<file path="config.mk">
export PLATFORM = sky130hd
export DESIGN_NAME = mag_approx_pipe
export DESIGN_NICKNAME = d
export VERILOG_FILES = /design/src/rtl/mag_approx_pipe.sv
export SDC_FILE = /design/constraint.sdc
export NUM_CORES = 1
export LEC_CHECK = 0
export CAP_MARGIN = 20
export CORE_ASPECT_RATIO = 1.5
export CORE_MARGIN = 2
export CORE_UTILIZATION = 56
export CTS_BUF_LIST = sky130_fd_sc_hd__clkbuf_8 sky130_fd_sc_hd__clkbuf_16
export DETAILED_ROUTE_END_ITERATION = 10
export GPL_ROUTABILITY_DRIVEN = 0
export PLACE_DENSITY_LB_ADDON = 0.25
export SYNTH_ARGS = -nofsm -noshare
export SYNTH_HDL_FRONTEND = slang
export SYNTH_SLANG_ARGS = --single-unit
</file>
<file path="constraint.sdc">
create_clock -name clk -period 2.3 [get_ports clk]
set_input_delay 0.345 -clock clk [delete_from_list [all_inputs] [get_ports clk]]
set_output_delay 0.345 -clock clk [all_outputs]
set_load 0.005 [all_outputs]
</file>
<file path="src/rtl/mag_approx_pipe.sv">
// Pipelined alpha-max-beta-min magnitude estimator with valid/ready stream and peak hold.
// Optional macro MAG_ROUND_EN: beta terms round half-up instead of truncating.
module mag_approx_pipe #(
    parameter int W      = 8,
    parameter bit SIGNED = 1'b0
) (
    input  logic         clk,
    input  logic         rst_n,
    input  logic         in_valid,
    output logic         in_ready,
    input  logic [W-1:0] x,
    input  logic [W-1:0] y,
    input  logic [1:0]   mode,
    output logic         out_valid,
    input  logic         out_ready,
    output logic [W:0]   mag,
    output logic [W:0]   peak,
    input  logic         peak_clr
);
    localparam int OW = W + 1;
    localparam int TW = OW + 2;

    logic          adv;
    logic          v1;
    logic          v2;
    logic          v3;
    logic [W-1:0]  s1_ax;
    logic [W-1:0]  s1_ay;
    logic [1:0]    s1_mode;
    logic [W-1:0]  s2_mx;
    logic [W-1:0]  s2_mn;
    logic [1:0]    s2_mode;
    logic [W-1:0]  s3_mx;
    logic [TW-1:0] s3_term;
    logic [TW-1:0] mn_x;
    logic [TW-1:0] mn_x3;
    logic [TW-1:0] term;

    // The whole pipeline moves as one; a stalled output freezes every stage.
    assign adv      = out_ready | ~out_valid;
    assign in_ready = adv;

    // Most negative input maps to 2^(W-1), which still fits in W unsigned bits.
    function automatic logic [W-1:0] abs_w(input logic [W-1:0] v);
        if (SIGNED && v[W-1]) begin
            abs_w = ~v + W'(1);
        end else begin
            abs_w = v;
        end
    endfunction

    always_comb begin
        mn_x  = TW'(s2_mn);
        mn_x3 = (mn_x << 1) + mn_x;
        term  = '0;
`ifdef MAG_ROUND_EN
        case (s2_mode)
            2'd0:    term = (mn_x + TW'(1)) >> 1;
            2'd1:    term = (mn_x + TW'(2)) >> 2;
            2'd2:    term = (mn_x3 + TW'(4)) >> 3;
            default: term = '0;
        endcase
`else
        case (s2_mode)
            2'd0:    term = mn_x >> 1;
            2'd1:    term = mn_x >> 2;
            2'd2:    term = mn_x3 >> 3;
            default: term = '0;
        endcase
`endif
    end

    always_ff @(posedge clk) begin
        if (!rst_n) begin
            v1        <= 1'b0;
            v2        <= 1'b0;
            v3        <= 1'b0;
            out_valid <= 1'b0;
            s1_ax     <= '0;
            s1_ay     <= '0;
            s1_mode   <= '0;
            s2_mx     <= '0;
            s2_mn     <= '0;
            s2_mode   <= '0;
            s3_mx     <= '0;
            s3_term   <= '0;
            mag       <= '0;
        end else if (adv) begin
            v1        <= in_valid;
            v2        <= v1;
            v3        <= v2;
            out_valid <= v3;
            if (in_valid) begin
                s1_ax   <= abs_w(x);
                s1_ay   <= abs_w(y);
                s1_mode <= mode;
            end
            if (v1) begin
                s2_mx   <= (s1_ax >= s1_ay) ? s1_ax : s1_ay;
                s2_mn   <= (s1_ax >= s1_ay) ? s1_ay : s1_ax;
                s2_mode <= s1_mode;
            end
            if (v2) begin
                s3_mx   <= s2_mx;
                s3_term <= term;
            end
            // mag only loads real results so it holds across bubbles.
            if (v3) begin
                mag <= OW'(TW'(s3_mx) + s3_term);
            end
        end
    end

    always_ff @(posedge clk) begin
        if (!rst_n) begin
            peak <= '0;
        end else if (out_valid && out_ready) begin
            if (peak_clr || (mag > peak)) begin
                peak <= mag;
            end
        end else if (peak_clr) begin
            peak <= '0;
        end
    end

endmodule

</file>
==> results.yml, run 1 <==
timing:
  relSlewSlack: 0.688
  tightest_slew_ns: 0.467
  rsz0062_at_grt: "no"
  setup-tns-final_ns: 0
  timing.final.crit_share: 0.924
  slew_viol_final: 0
  setup_viol: 0
  finalHoldWorstSlack_ns: 0.466
  post-route-min-period_ns: 2.13
  setup_ws_ns: 0.174
  fin_worst_skew_ns: 0.00603
  clock.fmax_ghz: 0.470
  hold_viol: 0
outcome:
  status: "complete, no violations"
global_route:
  grt_pass1_wl_mm: 14.0
  grt_pass1_vias: 3173
  grt-ovfl-total: 0
  antenna_found_initial: 0
  grt_max_degree: 35
  grt_usage: 0.229
die:
  row_count: 37
  die_w_um: 72.1
  coreArea_um2: 6810
  start_util: 0.573
  die_y_um: 106
  die_area_um2: 7660
  ios: 43
drt:
  wl_per_cell_um: 13.9
  dr_total_vias: 3324
  wl_mm: 8.13
  ant_nets: 0
  dr.pass1.iters: 4
  via_per_inst: 5.68
  drc: 0
  drtIter0Drc: 119
synth:
  ys_types: 55
  yosysTopAreaCellShare: 0.375
  syn_area_um2: 3900
  ys_top_cells_by_count: "nand2_1 (91), dfxtp_1 (73), a21boi_0 (33)"
  ys_ff_latch: 73
  synth_nets: 513
  yosysWarnings: 0
  synth-seq-area-share: 0.375
  synth_area_leaders: "dfxtp_1 (37%), ha_1 (10%), nand2_1 (8.8%), a21boi_0 (6.4%), mux2i_1 (5.7%)"
  netlist_instances: 458
  yosysMostFrequentCell: "nand2_1"
  synth_edf_count: 0
  syn_area_per_cell_um2: 8.51
  synth_top_flop_cell: "dfxtp_1"
  ys_async_sr_fraction: 0
  synth.largest_area_cell: "dfxtp_1"
clock_tree:
  cts-buffers-inserted: 9
  cts_resized: 0
  postCtsHoldBufs: 0
  clockBufferDepth: 2
  clockRootBuffer: "clkbuf_8"
  postCtsSetupBuffers: 0
  numClockSinks: 73
  path_clk_slew_ns: 0.08
  htreeDepth: 3
  tritoncts: "built"
  worstSkewPairLatency_ns: 0.35
critical_path:
  cp.arrival_ns: 1.78
  worst-setup-path-type: "in -> out"
  cp.depth: 4
  cp_cell_sequence: "clkdlybuf4s50_1 -> and2b_1 -> inv_2 -> clkdlybuf4s50_1"
  cp_top_family: "buffers and inverters"
  r2r_cells: 6
  cpMostUsedCell: "clkdlybuf4s50_1"
  crit_slowest_cell: "clkdlybuf4s50_1"
  critPathBufInv: 3
  crit_path_max_fanout: 10
  critPathCaptureType: "primary output"
  cpPeakStageDelay_ns: 0.53
  worstPathRequired_ns: 1.96
  start_kind: "input pin"
pwr:
  vdd_drop_max_mv: 0.490
  powerDensity_nw_per_um2: 587
  p_leak_uw: 0.00186
cells_and_area:
  fin_nets: 557
  nFillCells: 570
  layout-drive-gt1-share: 0.0769
  area_growth_syn_to_layout_pct: 18.6
  antenna_cells: 0
hold_path:
  hold_path_depth: 3
  hold_class: "in -> reg"
placement:
  hpwl_mm: 6.24
  place_ws_ns: 0.169
  port-buffer-count: 42
job:
  cap_violations: 0
final cells by class:
class	instances	area [µm²]	area share
Clock inverter	7	63.8	0.0138
Clock buffer	9	124	0.0268
Tap cell	78	97.6	0.0211
Multi-Input combinational cell	342	2260	0.490
Inverter	19	71.3	0.0154
Timing Repair Buffer	57	541	0.117
Sequential cell	73	1460	0.316
path summary, 6_finish.rpt:
| path | slack (ns) | from | end |
|---|---|---|---|
| setup / recovery | 0.17 | out_ready | in_ready |
| hold / removal | 0.47 | rst_n | peak[6] |
| setup reg to reg | 0.19 | s2_mn[3] | s3_term[6] |
| hold reg to reg | 0.47 | s1_mode[0] | s2_mode[0] |
logic make-up (layout without fill, tap and decap cells):
kind of cell,Yosys count,after routing,synth area share
flops,73,73,0.375
fa+ha+maj,32,32,0.105
simple gates,137,137,0.158
buf+inv,43,92,0.0440
compound gates,146,146,0.250
xor+xnor,4,4,0.00899
mux,23,23,0.0594
flip-flops by register name, indices dropped and copies added (netlist names):
name / count
mag: 9
out_valid: 1
peak: 9
s1_ax: 8
s1_ay: 8
s1_mode: 2
s2_mn: 8
s2_mode: 2
s2_mx: 8
s3_mx: 8
s3_term: 7
v1: 1
v2: 1
v3: 1
report_power, final:
part | total (µW) | internal [µW] | switching (µW)
logic | 392 | 193 | 200
clock network | 958 | 491 | 467
registers | 1360 | 1310 | 48.0
total | 2710 | 2000 | 715
per-layer routing:
| metal | vias up | part of all wire | global-route usage |
|---|---|---|---|
| met2 | 61 | 0.56 | 0.437 |
| met1 | 1538 | 0.39 | 0.241 |
| li1 | 1712 | - | - |
| met5 | - | 0 | 0 |
| met4 | 0 | 0.021 | 0.0876 |
| met3 | 13 | 0.028 | 0.0370 |
cells in the final DEF, fill, tap and decap left out, drive strengths merged, types with 6 or more instances in the layout:
cell | synthesis | final
clkdlybuf4s50 | 0 | 41
nand2 | 91 | 91
o211ai | 6 | 6
a21oi | 30 | 30
ha | 31 | 31
a21boi | 33 | 33
buf | 6 | 16
clkbuf | 18 | 9
mux2i | 22 | 22
o21a | 7 | 7
o22ai | 10 | 10
inv | 19 | 21
o21ai | 34 | 34
nor2 | 15 | 15
dfxtp | 73 | 73
and2 | 7 | 7
worst register-to-register path, delay by kind of cell (launching register included):
family | cells | cell delay [ns]
fa+ha+maj | 1 | 0.30
simple gates | 2 | 0.46
flops | 1 | 0.41
compound gates | 3 | 0.84
stage by stage:
step	std cells	power (µW)	util	cell area, µm²
global route	585	2840	0.679	4620
floorplan	458	1650	-	3900
global placement	569	1770	0.652	4440
detailed placement	569	1780	0.652	4440
CTS	585	2730	0.679	4620
finish	585	2710	0.679	4620
Note: power is estimated with default switching activity, not from simulation.
==> run 2: changes to the inputs <==
--- a/config.mk
+++ b/config.mk
@@ -8,7 +8,7 @@
 export CAP_MARGIN = 20
 export CORE_ASPECT_RATIO = 1.5
 export CORE_MARGIN = 2
-export CORE_UTILIZATION = 56
+export CORE_UTILIZATION = 50
 export CTS_BUF_LIST = sky130_fd_sc_hd__clkbuf_8 sky130_fd_sc_hd__clkbuf_16
 export DETAILED_ROUTE_END_ITERATION = 10
 export GPL_ROUTABILITY_DRIVEN = 0
==> results.yml, run 2 (synthesis gave the netlist of run 1 again) <==
outcome:
  status: "complete, no violations"
timing:
  post-route-min-period_ns: 2.13
  relSlewSlack: 0.678
  rsz0062_at_grt: "no"
  setup-tns-final_ns: 0
  setup_viol: 0
  fin_worst_skew_ns: 0.00804
  clock.fmax_ghz: 0.469
  slew_viol_final: 0
  hold_viol: 0
  timing.final.crit_share: 0.927
  tightest_slew_ns: 0.483
clock_tree:
  htreeDepth: 3
  path_clk_slew_ns: 0.05
  clockBufferDepth: 2
  numClockSinks: 73
  clockRootBuffer: "clkbuf_16"
  postCtsSetupBuffers: 0
  postCtsHoldBufs: 0
  worstSkewPairLatency_ns: 0.34
  cts_resized: 0
  cts-buffers-inserted: 9
  tritoncts: "built"
die:
  die_area_um2: 8530
  coreArea_um2: 7610
  row_count: 39
  start_util: 0.512
  ios: 43
  die_w_um: 76.1
  die_y_um: 112
global_route:
  antenna_found_initial: 0
  grt_pass1_wl_mm: 14.4
  grt_max_degree: 35
  grt_usage: 0.205
  grt_pass1_vias: 3223
  grt-ovfl-total: 0
critical_path:
  worst-setup-path-type: "in -> out"
  start_kind: "input pin"
  cp.arrival_ns: 1.79
  worstPathRequired_ns: 1.96
  cpPeakStageDelay_ns: 0.53
  cp_cell_sequence: "clkdlybuf4s50_1 -> and2b_1 -> inv_2 -> clkdlybuf4s50_1"
  cp_top_family: "buffers and inverters"
  crit_path_max_fanout: 10
  critPathBufInv: 3
  critPathCaptureType: "primary output"
  cpMostUsedCell: "clkdlybuf4s50_1"
  crit_slowest_cell: "clkdlybuf4s50_1"
drt:
  wl_per_cell_um: 13.6
  dr_total_vias: 3273
  ant_nets: 0
  drtIter0Drc: 161
  drc: 0
  via_per_inst: 5.39
  wl_mm: 8.24
  dr.pass1.iters: 7
pwr:
  powerDensity_nw_per_um2: 679
  combPwrFrac: 0.119
  p_leak_uw: 0.00191
  seqPwrFrac: 0.421
  vdd_drop_max_mv: 0.509
  p_sw_frac: 0.236
  p_int_uw: 2480
  clockPowerShare: 0.460
  p_sw_uw: 766
placement:
  port-buffer-count: 42
  postPlaceCellArea_um2: 4450
  dp.cells: 591
  hpwl_mm: 6.28
job:
  cap_violations: 0
cells_and_area:
  nFillCells: 705
  fin_nets: 555
  mostFrequentLayoutCells: "nand2_1 (91), dfxtp_1 (73), clkdlybuf4s50_1 (41)"
  final_common_cell: "nand2_1"
  layout-drive-gt1-share: 0.0752
  finalNonFillerCells: 607
  reg.largest.list: "mag: 9 flops, peak: 9 flops"
  antenna_cells: 0
  area_growth_syn_to_layout_pct: 22.4
  design_area_um2: 4770
hold_path:
  hold_class: "reg -> reg"
-- run 2: cell count changes in the layout (fill, tap and decap cells not counted), sizes merged --
cell,delta
bufinv,+1
buf,-2
clkinvlp,-1
inv,-1
clkbuf,+1
-- run 2: final cells by class --
cell class / instances / area [µm²] / area share
Clock buffer: 10 / 239 / 0.0501
Clock inverter: 6 / 82.6 / 0.0173
Inverter: 19 / 71.3 / 0.0149
Multi-Input combinational cell: 342 / 2260 / 0.475
Sequential cell: 73 / 1460 / 0.306
Tap cell: 102 / 128 / 0.0267
Timing Repair Buffer: 55 / 526 / 0.110
-- run 2: path summary, 6_finish.rpt --
path / cells after the start / start / slack, ns / endpoint
min: 2 / s2_mx[2] / 0.46 / s3_mx[2]
min reg2reg: 2 / s2_mx[2] / 0.46 / s3_mx[2]
max: 4 / out_ready / 0.17 / in_ready
max reg2reg: 6 / s2_mn[3] / 0.19 / s3_term[6]
-- run 2: worst reg2reg max path: stages (launching register included) --
cell and delay (ns):
dfxtp_1 0.41, ha_1 0.30, a21o_1 0.23, o2111a_1 0.25, or3_4 0.39, a2111oi_4 0.35, nor2_1 0.07
-- run 2: power groups by stage --
stage | Sequential (µW) | Clock (µW) | Combinational (µW)
after CTS | 1360 | 1500 | 391
after global routing | 1370 | 1570 | 438
after floorplan | 1380 | 0 | 277
after detailed placement | 1390 | 0 | 388
after global placement | 1390 | 0 | 377
final | 1360 | 1490 | 386
-- run 2: layer usage --
| metal | share of wire | vias to the layer above | track usage |
|---|---|---|---|
| met5 | 0 | - | 0 |
| met4 | 0.025 | 0 | 0.0861 |
| met3 | 0.028 | 16 | 0.0297 |
| met2 | 0.55 | 60 | 0.393 |
| met1 | 0.40 | 1490 | 0.224 |
| li1 | - | 1707 | - |
-- run 2: metrics by stage --
step                      power, µW  hold WS, ns  worst slack [ns]   util
after detailed placement       1780        0.457             0.120  0.585
final                          3240        0.465             0.167  0.627
after global placement         1770        0.452             0.198  0.585
after CTS                      3260        0.465             0.171  0.627
after floorplan                1650        0.438             0.328      -
after global routing           3380        0.481             0.113  0.627
